[src/rtl/sdram_pkg.sv]
// rtl/sdram_pkg.sv - shared SDRAM command encodings, address field layout and write FSM states
package sdram_pkg;

  localparam logic [3:0] CMD_NOP        = 4'b0111;
  localparam logic [3:0] CMD_ACTIVE     = 4'b0011;
  localparam logic [3:0] CMD_WRITE      = 4'b0100;
  localparam logic [3:0] CMD_BURST_STOP = 4'b0110;
  localparam logic [3:0] CMD_PRECHARGE  = 4'b0010;
  localparam logic [3:0] CMD_AREF       = 4'b0001;
  localparam logic [3:0] CMD_MRS        = 4'b0000;

  localparam int BANK_W     = 2;
  localparam int ROW_W      = 13;
  localparam int COL_W      = 9;
  localparam int COL_LSB    = 0;
  localparam int ROW_LSB    = COL_LSB + COL_W;
  localparam int BANK_LSB   = ROW_LSB + ROW_W;
  localparam int PAGE_WORDS = 512;

  localparam logic [1:0]  BA_IDLE    = 2'b11;
  localparam logic [12:0] ADDR_IDLE  = 13'h1fff;
  localparam logic [12:0] ADDR_A10   = 13'h0400;

  typedef enum logic [3:0] {
    WR_IDLE,
    WR_ACT,
    WR_TRCD,
    WR_WR,
    WR_DATA,
    WR_TWR,
    WR_PRE,
    WR_TRP,
    WR_END
  } wr_state_t;

  // Map a requested burst length onto the legal 1..PAGE_WORDS range.
  function automatic logic [9:0] clamp_len(input logic [9:0] len);
    if (len == 10'd0)
      return 10'd1;
    else if (len > 10'(PAGE_WORDS))
      return 10'(PAGE_WORDS);
    else
      return len;
  endfunction

endpackage

[src/rtl/sdram_wait_cnt.sv]
// rtl/sdram_wait_cnt.sv - loadable down-counter with done flag for SDRAM timing waits
module sdram_wait_cnt #(
  parameter int W = 8
) (
  input  logic         clk,
  input  logic         rst,
  input  logic         load,
  input  logic [W-1:0] load_val,
  output logic         done
);

  logic [W-1:0] cnt;

  // Reload on request, otherwise count down and hold at zero
  always_ff @(posedge clk or posedge rst) begin
    if (rst)
      cnt <= '0;
    else if (load)
      cnt <= load_val;
    else if (cnt != '0)
      cnt <= cnt - W'(1);
  end

  assign done = (cnt == '0);

endmodule

[src/rtl/sdram_write.sv]
// rtl/sdram_write.sv - SDRAM full-page write-burst engine; optional page clipping under SDRAM_WR_PAGE_CLIP_EN
module sdram_write
  import sdram_pkg::*;
#(
  parameter int TRCD_CLK = 2,
  parameter int TWR_CLK  = 2,
  parameter int TRP_CLK  = 2
) (
  input  logic        clk,
  input  logic        rst,
  input  logic        init_end,
  input  logic        wr_en,
  input  logic [23:0] wr_addr,
  input  logic [9:0]  wr_burst_len,
  input  logic [15:0] wr_data,
  output logic        wr_ack,
  output logic        wr_end,
  output logic [3:0]  wr_cmd,
  output logic [1:0]  wr_bank_addr,
  output logic [12:0] wr_sdram_addr,
`ifdef SDRAM_WR_PAGE_CLIP_EN
  output logic        wr_clip,
`endif
  output logic        wr_sdram_en,
  output logic [15:0] wr_sdram_data
);

  // Wait-counter reload values: each wait state lasts (value + 1) clocks.
  localparam logic [7:0] TRCD_LD = (TRCD_CLK > 1) ? 8'(TRCD_CLK - 2) : 8'd0;
  localparam logic [7:0] TWR_LD  = (TWR_CLK > 0)  ? 8'(TWR_CLK - 1)  : 8'd0;
  localparam logic [7:0] TRP_LD  = (TRP_CLK > 1)  ? 8'(TRP_CLK - 2)  : 8'd0;

  wr_state_t state, next_state;

  logic [BANK_W-1:0] bank_r;
  logic [ROW_W-1:0]  row_r;
  logic [COL_W-1:0]  col_r;
  logic [9:0]        len_r;
  logic [9:0]        len_req;
  logic [9:0]        len_eff;
  logic [9:0]        data_cnt;
  logic              data_phase_d;
  logic              start;
  logic              wait_load;
  logic [7:0]        wait_val;
  logic              wait_done;

`ifdef SDRAM_WR_PAGE_CLIP_EN
  logic       clip_req;
  logic       clip_r;
  logic [9:0] page_left;
`endif

  assign start = (state == WR_IDLE) && wr_en && init_end;

  // Effective burst length (and page clipping when enabled) from the request
  always_comb begin
    len_req = clamp_len(wr_burst_len);
    len_eff = len_req;
`ifdef SDRAM_WR_PAGE_CLIP_EN
    clip_req  = 1'b0;
    page_left = 10'(PAGE_WORDS) - {1'b0, wr_addr[COL_LSB +: COL_W]};
    if (len_req > page_left) begin
      len_eff  = page_left;
      clip_req = 1'b1;
    end
`endif
  end

  // Capture the burst descriptor on grant; held constant for the whole burst
  always_ff @(posedge clk or posedge rst) begin
    if (rst) begin
      bank_r <= '0;
      row_r  <= '0;
      col_r  <= '0;
      len_r  <= 10'd1;
`ifdef SDRAM_WR_PAGE_CLIP_EN
      clip_r <= 1'b0;
`endif
    end else if (start) begin
      bank_r <= wr_addr[BANK_LSB +: BANK_W];
      row_r  <= wr_addr[ROW_LSB +: ROW_W];
      col_r  <= wr_addr[COL_LSB +: COL_W];
      len_r  <= len_eff;
`ifdef SDRAM_WR_PAGE_CLIP_EN
      clip_r <= clip_req;
`endif
    end
  end

  // Count words written; zero outside the data phase so each burst starts clean
  always_ff @(posedge clk or posedge rst) begin
    if (rst) begin
      data_cnt     <= '0;
      data_phase_d <= 1'b0;
    end else begin
      data_cnt     <= ((state == WR_WR) || (state == WR_DATA)) ? data_cnt + 10'd1 : 10'd0;
      data_phase_d <= (state == WR_WR) || (state == WR_DATA);
    end
  end

  // State register
  always_ff @(posedge clk or posedge rst) begin
    if (rst)
      state <= WR_IDLE;
    else
      state <= next_state;
  end

  // Next-state logic and wait-counter reload on entry to each timed state
  always_comb begin
    next_state = state;
    unique case (state)
      WR_IDLE: if (start) next_state = WR_ACT;
      WR_ACT:  next_state = (TRCD_CLK > 1) ? WR_TRCD : WR_WR;
      WR_TRCD: if (wait_done) next_state = WR_WR;
      WR_WR:   next_state = (len_r == 10'd1) ? WR_TWR : WR_DATA;
      WR_DATA: if (data_cnt == len_r - 10'd1) next_state = WR_TWR;
      WR_TWR:  if (wait_done) next_state = WR_PRE;
      WR_PRE:  next_state = (TRP_CLK > 1) ? WR_TRP : WR_END;
      WR_TRP:  if (wait_done) next_state = WR_END;
      WR_END:  next_state = WR_IDLE;
      default: next_state = WR_IDLE;
    endcase

    wait_load = 1'b0;
    wait_val  = 8'd0;
    if (next_state != state) begin
      unique case (next_state)
        WR_TRCD: begin wait_load = 1'b1; wait_val = TRCD_LD; end
        WR_TWR:  begin wait_load = 1'b1; wait_val = TWR_LD;  end
        WR_TRP:  begin wait_load = 1'b1; wait_val = TRP_LD;  end
        default: begin wait_load = 1'b0; wait_val = 8'd0;    end
      endcase
    end
  end

  sdram_wait_cnt #(.W(8)) u_wait (
    .clk      (clk),
    .rst      (rst),
    .load     (wait_load),
    .load_val (wait_val),
    .done     (wait_done)
  );

  // Moore-decoded command/address/data outputs
  always_comb begin
    wr_cmd        = CMD_NOP;
    wr_bank_addr  = BA_IDLE;
    wr_sdram_addr = ADDR_IDLE;
    wr_ack        = 1'b0;
    wr_end        = 1'b0;
    wr_sdram_en   = 1'b0;
    wr_sdram_data = 16'h0000;
    unique case (state)
      WR_ACT: begin
        wr_cmd        = CMD_ACTIVE;
        wr_bank_addr  = bank_r;
        wr_sdram_addr = row_r;
      end
      WR_WR: begin
        wr_cmd        = CMD_WRITE;
        wr_bank_addr  = bank_r;
        wr_sdram_addr = {4'b0000, col_r};
        wr_ack        = 1'b1;
        wr_sdram_en   = 1'b1;
        wr_sdram_data = wr_data;
      end
      WR_DATA: begin
        wr_ack        = 1'b1;
        wr_sdram_en   = 1'b1;
        wr_sdram_data = wr_data;
      end
      WR_TWR: begin
        if (data_phase_d) wr_cmd = CMD_BURST_STOP;
      end
      WR_PRE: begin
        wr_cmd        = CMD_PRECHARGE;
        wr_bank_addr  = bank_r;
        wr_sdram_addr = ADDR_A10;
      end
      WR_END: begin
        wr_end = 1'b1;
      end
      default: begin
        wr_cmd = CMD_NOP;
      end
    endcase
  end

`ifdef SDRAM_WR_PAGE_CLIP_EN
  assign wr_clip = (state == WR_END) && clip_r;
`endif

endmodule

[config.mk]
export PLATFORM = sky130hd
export DESIGN_NAME = sdram_write
export DESIGN_NICKNAME = d
export VERILOG_FILES = /design/src/rtl/sdram_pkg.sv /design/src/rtl/sdram_wait_cnt.sv /design/src/rtl/sdram_write.sv
export SDC_FILE = /design/constraint.sdc
export NUM_CORES = 1
export LEC_CHECK = 0
export CAP_MARGIN = 40
export CORE_MARGIN = 2
export CORE_UTILIZATION = 44
export DETAILED_ROUTE_END_ITERATION = 6
export PLACE_DENSITY = 0.73
export SETUP_SLACK_MARGIN = 0.3
export SLEW_MARGIN = 20
export SYNTH_ARGS = -nofsm -noshare
export SYNTH_HDL_FRONTEND = slang
export SYNTH_HIERARCHICAL = 1
export SYNTH_SLANG_ARGS = --single-unit
export TNS_END_PERCENT = 100
[constraint.sdc]
create_clock -name clk -period 2.9 [get_ports clk]
set_clock_uncertainty 0.05 [all_clocks]
set_input_delay 0.29 -clock clk [delete_from_list [all_inputs] [get_ports clk]]
set_output_delay 0.29 -clock clk [all_outputs]
set_load 0.1 [all_outputs]
# After elaboration in Yosys (flattened, before gate mapping)
# Cells that the tools add are included.
[op_classes]
n_lt_le_gt_ge = 1
eq_ne = 14
add_sub_neg = 3
muxes = 23
reduce_logical = 11
[ops]
columns = ["operator", "count"]
rows = [
  ["one-hot mux 13 bit (3 select lines)", 1],
  ["one-hot mux 4 bit (8 select lines)", 1],
  ["two-way mux 10 bit", 3],
  ["== test 4 x 3 -> 1 bit, second input constant", 6],
  ["two-way mux 4 bit", 5],
  ["two-way mux 16 bit", 1],
  ["two-way mux 8 bit", 2],
  ["== test 4 x 2 -> 1 bit, second input constant", 3],
  ["one-hot mux 3 bit (4 select lines)", 1],
  ["adder 10 x 1 -> 10 bit, second input constant", 1],
  ["== test 10 x 1 -> 1 bit, second input constant", 1],
  ["== test 10 bit", 1],
  ["greater-than comparator 10 bit, second input constant", 1],
  ["logical NOT 10 bit", 1],
  ["subtractor 10 x 1 -> 10 bit, second input constant", 1],
  ["logical NOT 8 bit", 1],
  ["two-way mux 1 bit", 8],
  ["nonzero test 8 bit", 1],
  ["subtractor 8 x 1 -> 8 bit, second input constant", 1],
  ["OR reduction 3 bit", 2],
  ["== test 4 x 1 -> 1 bit, second input constant", 1],
  ["== test 4 bit, second input constant", 1],
  ["logical NOT 4 bit", 1],
  ["!= test 4 bit", 1],
  ["5 further kinds", 6],
]
[totals]
regBits = 57
output_inout_bits = 38
wordCells = 60
input_bits = 54

# Depth between registers and ports, before layout
# Gate-level depths: netlist of run 1.
[depth]
ltp_word = 10
ltp_mapped = 14

# Modules after synthesis
# Netlist of run 1, hierarchy kept.
[modules_own_cells]
columns = ["module", "area_per_inst_um2", "instances", "cells_per_inst"]
rows = [
  ["sdram_write", 2952.8, 1, 313],
  ["sdram_wait_cnt", 496.7, 1, 56],
]

# Worst setup path before layout of run 1
# No wires, ideal clock.
[synth_path]
path_kind = "register to register"
from = "reg len_r[0]"
to = "reg u_wait.cnt[6]"
arrival_time_ns = 2.848
setup_time_ns = 0.077
path_stages_with_launch = 14
setup_slack_ns = -0.075
n_path_buf = 3
t_required_ns = 2.773
period_less_slack_ns = 2.975
path_cell_list = "dfstp_2 -> buf_6 -> inv_1 -> ha_1 -> nor3_2 -> or3b_1 -> a21oi_1 -> nor2_1 -> nor4_1 -> a2bb2oi_1 -> buf_1 -> clkbuf_1 -> a31oi_1 -> a21oi_1"
[synth_between]
elab_chain_len = 9
[synth_rtl]
columns = ["item", "line_no", "source"]
rows = [
  ["from (decl)", "sdram_write.sv:38", "logic [9:0] len_r;"],
  ["from (signal assigned)", "sdram_write.sv:84", "len_r <= len_eff;"],
  ["subtractor 10 x 1 -> 10 bit", "sdram_write.sv:118", "WR_DATA: if (data_cnt == len_r - 10'd1) next_state = WR_TWR;"],
  ["== test 10 bit", "sdram_write.sv:118", ""],
  ["two-way mux 4 bit", "sdram_write.sv:118", ""],
  ["one-hot mux 4 bit (8 select lines) (*)", "sdram_write.sv:113", "unique case (state)"],
  ["== test 4 x 3 -> 1 bit or == test 4 x 2 -> 1 bit (tied branches)", "sdram_write.sv:129", "unique case (next_state)"],
  ["OR reduction 3 bit (no source line)", "n/a", ""],
  ["two-way mux 1 bit", "sdram_write.sv:129", ""],
  ["two-way mux 1 bit (*)", "sdram_write.sv:128", "if (next_state != state) begin"],
  ["net wait_load", "sdram_write.sv:44", "logic wait_load;"],
  ["two-way mux 8 bit or nonzero test 2 bit (tied branches)", "n/a", ""],
  ["to (signal assigned)", "sdram_wait_cnt.sv:19", "cnt <= load_val;"],
  ["to (signal assigned)", "sdram_wait_cnt.sv:21", "cnt <= cnt - W'(1);"],
  ["to (decl)", "sdram_wait_cnt.sv:12", "logic [W-1:0] cnt;"],
]
# Mark *: on every way through the listed nets, which the timed path passes. The rest lies on a longest branch.
# A chain may end at the register's enable or synchronous reset.

# Final worst setup path of run 1
[layout_path]
from = "reg u_wait.cnt[0]"
to = "reg u_wait.cnt[7]"
[layout_between]
elab_chain_len = 8
[layout_rtl]
columns = ["item", "line_no", "source"]
rows = [
  ["logical NOT 8 bit (*)", "sdram_wait_cnt.sv:24", "assign done = (cnt == '0);"],
  ["net wait_done", "sdram_write.sv:46", "logic wait_done;"],
  ["two-way mux 4 bit (on tied branches)", "sdram_write.sv:121, sdram_write.sv:116, sdram_write.sv:119", ""],
  ["one-hot mux 4 bit (8 select lines) (*)", "sdram_write.sv:113", ""],
  ["== test 4 x 3 -> 1 bit or == test 4 x 2 -> 1 bit (tied branches)", "sdram_write.sv:129", ""],
  ["OR reduction 3 bit (no source line)", "n/a", ""],
  ["two-way mux 1 bit", "sdram_write.sv:129", ""],
  ["two-way mux 1 bit (*)", "sdram_write.sv:128", ""],
  ["net wait_load", "sdram_write.sv:44", ""],
  ["two-way mux 8 bit or nonzero test 2 bit (tied branches)", "n/a", ""],
]
# Mark *: on every way through the listed nets, which the timed path passes. The rest lies on a longest branch. The select of a mux whose other input is x is not followed.

==> results of run 1 <==
## metrics by stage
stage          utilization, %  std cells
2_1_floorplan               -        376
3_3_place_gp            61.60        559
3_5_place_dp            61.60        559
4_1_cts                 65.07        578
5_1_grt                 68.13        594
6_report                68.13        594
## cells by family after synthesis
kind of cell               share of synthesized area (%)
AOI/OAI and AO/OA                                  15.13
xor gates and xnor gates                           5.296
adders and majority gates                          1.741
buffers and inverters                              4.787
DFF                                                41.39
muxes                                              8.161
other                                             0.1087
and+or+nand+nor                                    23.40
## layout make-up
cell class / count / share of cell area, %
multi-input combinational: 283 / 39.24
clock buffer: 11 / 2.714
sequential: 57 / 27.40
tap: 102 / 2.450
clock inverter: 5 / 1.513
timing repair buffer: 122 / 25.62
inverter: 14 / 1.057
## cell usage in the layout (no fill, tap or decap), types with 4 or more instances in the layout
cell and instances:
nor2b_1 5, a21oi_1 6, and2_2 9, buf_12 22, o21ai_0 33, xor2_1 8
nor2_1 36, nor3_1 7, buf_4 44, nand2_1 20, nand4_1 4, dfrtp_1 56
and2_1 9, a22o_1 4, or3_1 4, nand2b_1 20, mux2_2 25, inv_1 8
nand3_1 7, clkbuf_8 10, and3_1 4, conb_1 8, inv_2 5, clkdlybuf4s50_1 53
xnor2_1 11
## metal layers
layer / vias to the layer above / global-route usage (%) / routed length (microns)
met5: - / 0 / 0
met4: 0 / 8.209 / 141
met3: 10 / 7.160 / 734
met2: 114 / 34.67 / 4669
met1: 1519 / 25.90 / 3628
li1: 1517 / - / -
## cell usage after synthesis, drive strengths merged (2+ instances only)
| cell | number | area share, % |
|---|---|---|
| a211o | 2 | 0.51 |
| a22o | 5 | 1.3 |
| clkbuf | 12 | 1.3 |
| nor4b | 2 | 0.51 |
| nor3 | 11 | 1.9 |
| dfrtp | 56 | 41 |
| nor2b | 5 | 0.91 |
| nand2b | 20 | 3.6 |
| a211oi | 4 | 1.0 |
| and2 | 18 | 3.3 |
| nand2 | 20 | 2.2 |
| a21oi | 7 | 1.0 |
| nand4 | 4 | 0.73 |
| a311oi | 2 | 0.51 |
| xor2 | 8 | 2.0 |
| o21ai | 35 | 5.2 |
| nor4 | 4 | 1.2 |
| o2111ai | 2 | 0.51 |
| nand3 | 9 | 1.5 |
| o31ai | 5 | 1.2 |
| and3 | 4 | 0.73 |
| mux2 | 25 | 8.2 |
| a31oi | 4 | 0.91 |
| or3 | 5 | 0.94 |
| ha | 4 | 1.5 |
| inv | 14 | 1.5 |
| nor2 | 38 | 4.2 |
| buf | 10 | 1.9 |
| xnor2 | 12 | 3.3 |
| a21o | 3 | 0.65 |
## worst max path at each step
stage | from | to | slack, ps | depth (start not counted)
after global placement | u_wait/cnt[0] | u_wait/cnt[7] | 150 | 12
final | u_wait/cnt[0] | u_wait/cnt[7] | 250 | 12
after CTS | len_r[0] | u_wait/cnt[7] | 250 | 11
after detailed placement | u_wait/cnt[0] | u_wait/cnt[7] | 60 | 12
after global routing | len_r[0] | u_wait/cnt[7] | 130 | 12
after floorplan | state[2] | wr_sdram_data[10] | 230 | 9
## sequential cells by signal, summed over array words and instances, names as in the netlist
signal and cells:
bank_r 2, col_r 9, data_cnt 10, data_phase_d 1, len_r 10, row_r 13
state 4, u_wait/cnt 8
## timing repair
action	CTS	global route
pin swaps	1	13
setup endpoints to repair	6	25
setup buffers	3	16
hold endpoints to repair	0	0
resized for setup	5	24
## report_power, final
group / total [mW] / internal [mW] / switching, mW
registers: 1.22 / 1.03 / 0.190
logic: 3.27 / 1.24 / 2.04
clock network: 0.824 / 0.506 / 0.318
==> impl_metrics.tcl, run 1 <==
set metrics [dict create \
    status "completed" \
    setup_ws_ps 251.8 \
    cp_slowest_stage_delay_ps 500 \
    pre_cts_slack_ps 55.94 \
    antenna_found_initial 0 \
    crit_required_ps 3070 \
    crit_family "compound AO/OA/AOI/OAI gates" \
    coreArea_sq_um 7647 \
    cts_buffers 9 \
    powerDensity_nw_per_um2 1021 \
    critPathMaxFanout 7 \
    rsz0062_at_grt "true" \
    ys_ff_latch 57 \
    slew_viol_final 0 \
    synthCells 369 \
    cp_cell_sequence "inv_2 -> ha_4 -> or4b_4 -> nor2_4 -> nor2_1 -> a2111o_1 -> o211a_1 -> nand2_1 -> a2bb2oi_2 -> buf_12 -> nor3_2 -> a221o_1" \
    hold_viol_final 0 \
    rr_startpoint "u_wait/cnt[0]" \
    vias 3160 \
    final_nets 545 \
    worst-setup-path-type "reg -> reg" \
    async_flop_share_pct 100.0 \
    max_freq_mhz 377.6 \
    arrival_ps 2820 \
    wl_per_cell_microns 15.44 \
    grt_max_degree 50 \
    grt_overflow 0 \
    drc_errors 0 \
    synth_cell_types 65 \
    yosysSeqAreaShare_pct 41.39 \
    hold_path_class "in -> async" \
    grt_pass1_wl_microns 14450 \
    vias_per_cell 5.320 \
    r2r_end "u_wait/cnt[7]" \
    start_util_pct 45.11 \
    stdcell_area_sq_um 5210 \
    fin_hold_ws_ps 200.1 \
    drt-total-wl_microns 9174 \
    hold_buffers 0 \
    ys.flop_type "dfrtp_1" \
    syn_area_sq_um 3450 \
    register_area_sq_um 1428 \
    grt_pass1_vias 3138 \
    drive_gt1_share_pct 31.30 \
    endpoint_kind "register" \
    dr.pass1.iters 4 \
    track_usage_pct 21.22 \
    io_buffers 90 \
    ant_nets 0 \
    maxSlewHeadroom_pct 61.72 \
    cts_tree "done" \
    cts_sinks 57 \
    p_leak_nw 2.290 \
    yosysWarnings 6 \
    fillerInstances 565 \
    drtIter0Drc 204 \
    cap_violations 0 \
    fp.dieW_microns 92.55 \
    synth.avg_cell_area_sq_um 9.348 \
    post_dp_cell_area_sq_um 4711 \
    diodes 0 \
    vdd_drop_max_mv 0.9460 \
    clockBufferDepth 2 \
    gp_congestion 0.9055 \
    num_rows 32 \
    fin_crit_ps 2648 \
    multi_input_area_sq_um 2044 \
    h-tree-depth 3 \
    setup_tns_ps 0 \
    total_power_mw 5.320 \
    critPathLaunchType "register" \
    crit_slowest_cell "or4b_4" \
    dieArea_sq_um 8565 \
    clk_pin_slew_ps 70 \
    dp_hpwl_microns 6418 \
    r2r_slack_ps 250 \
    cts-root-buf "clkbuf_8" \
    syn_to_final_growth_pct 51.03 \
    die_y_microns 92.55 \
    ios 92 \
    setup_viol 0 \
    r2r_cells 12 \
    critPathBufInv 2 \
    clock_latency_ps 340 \
    fin_crit_sh_pct 91.32 \
    tightest_slew_ps 566.3 \
    synth_edf_count 0 \
]
Power figures use the tool's default switching activity.
==> run 2: changes to the inputs <==
- CAP_MARGIN: 40 -> 15
==> results of run 2 <==
Same layout as run 1: the final DEF is identical, and so are final timing and power.
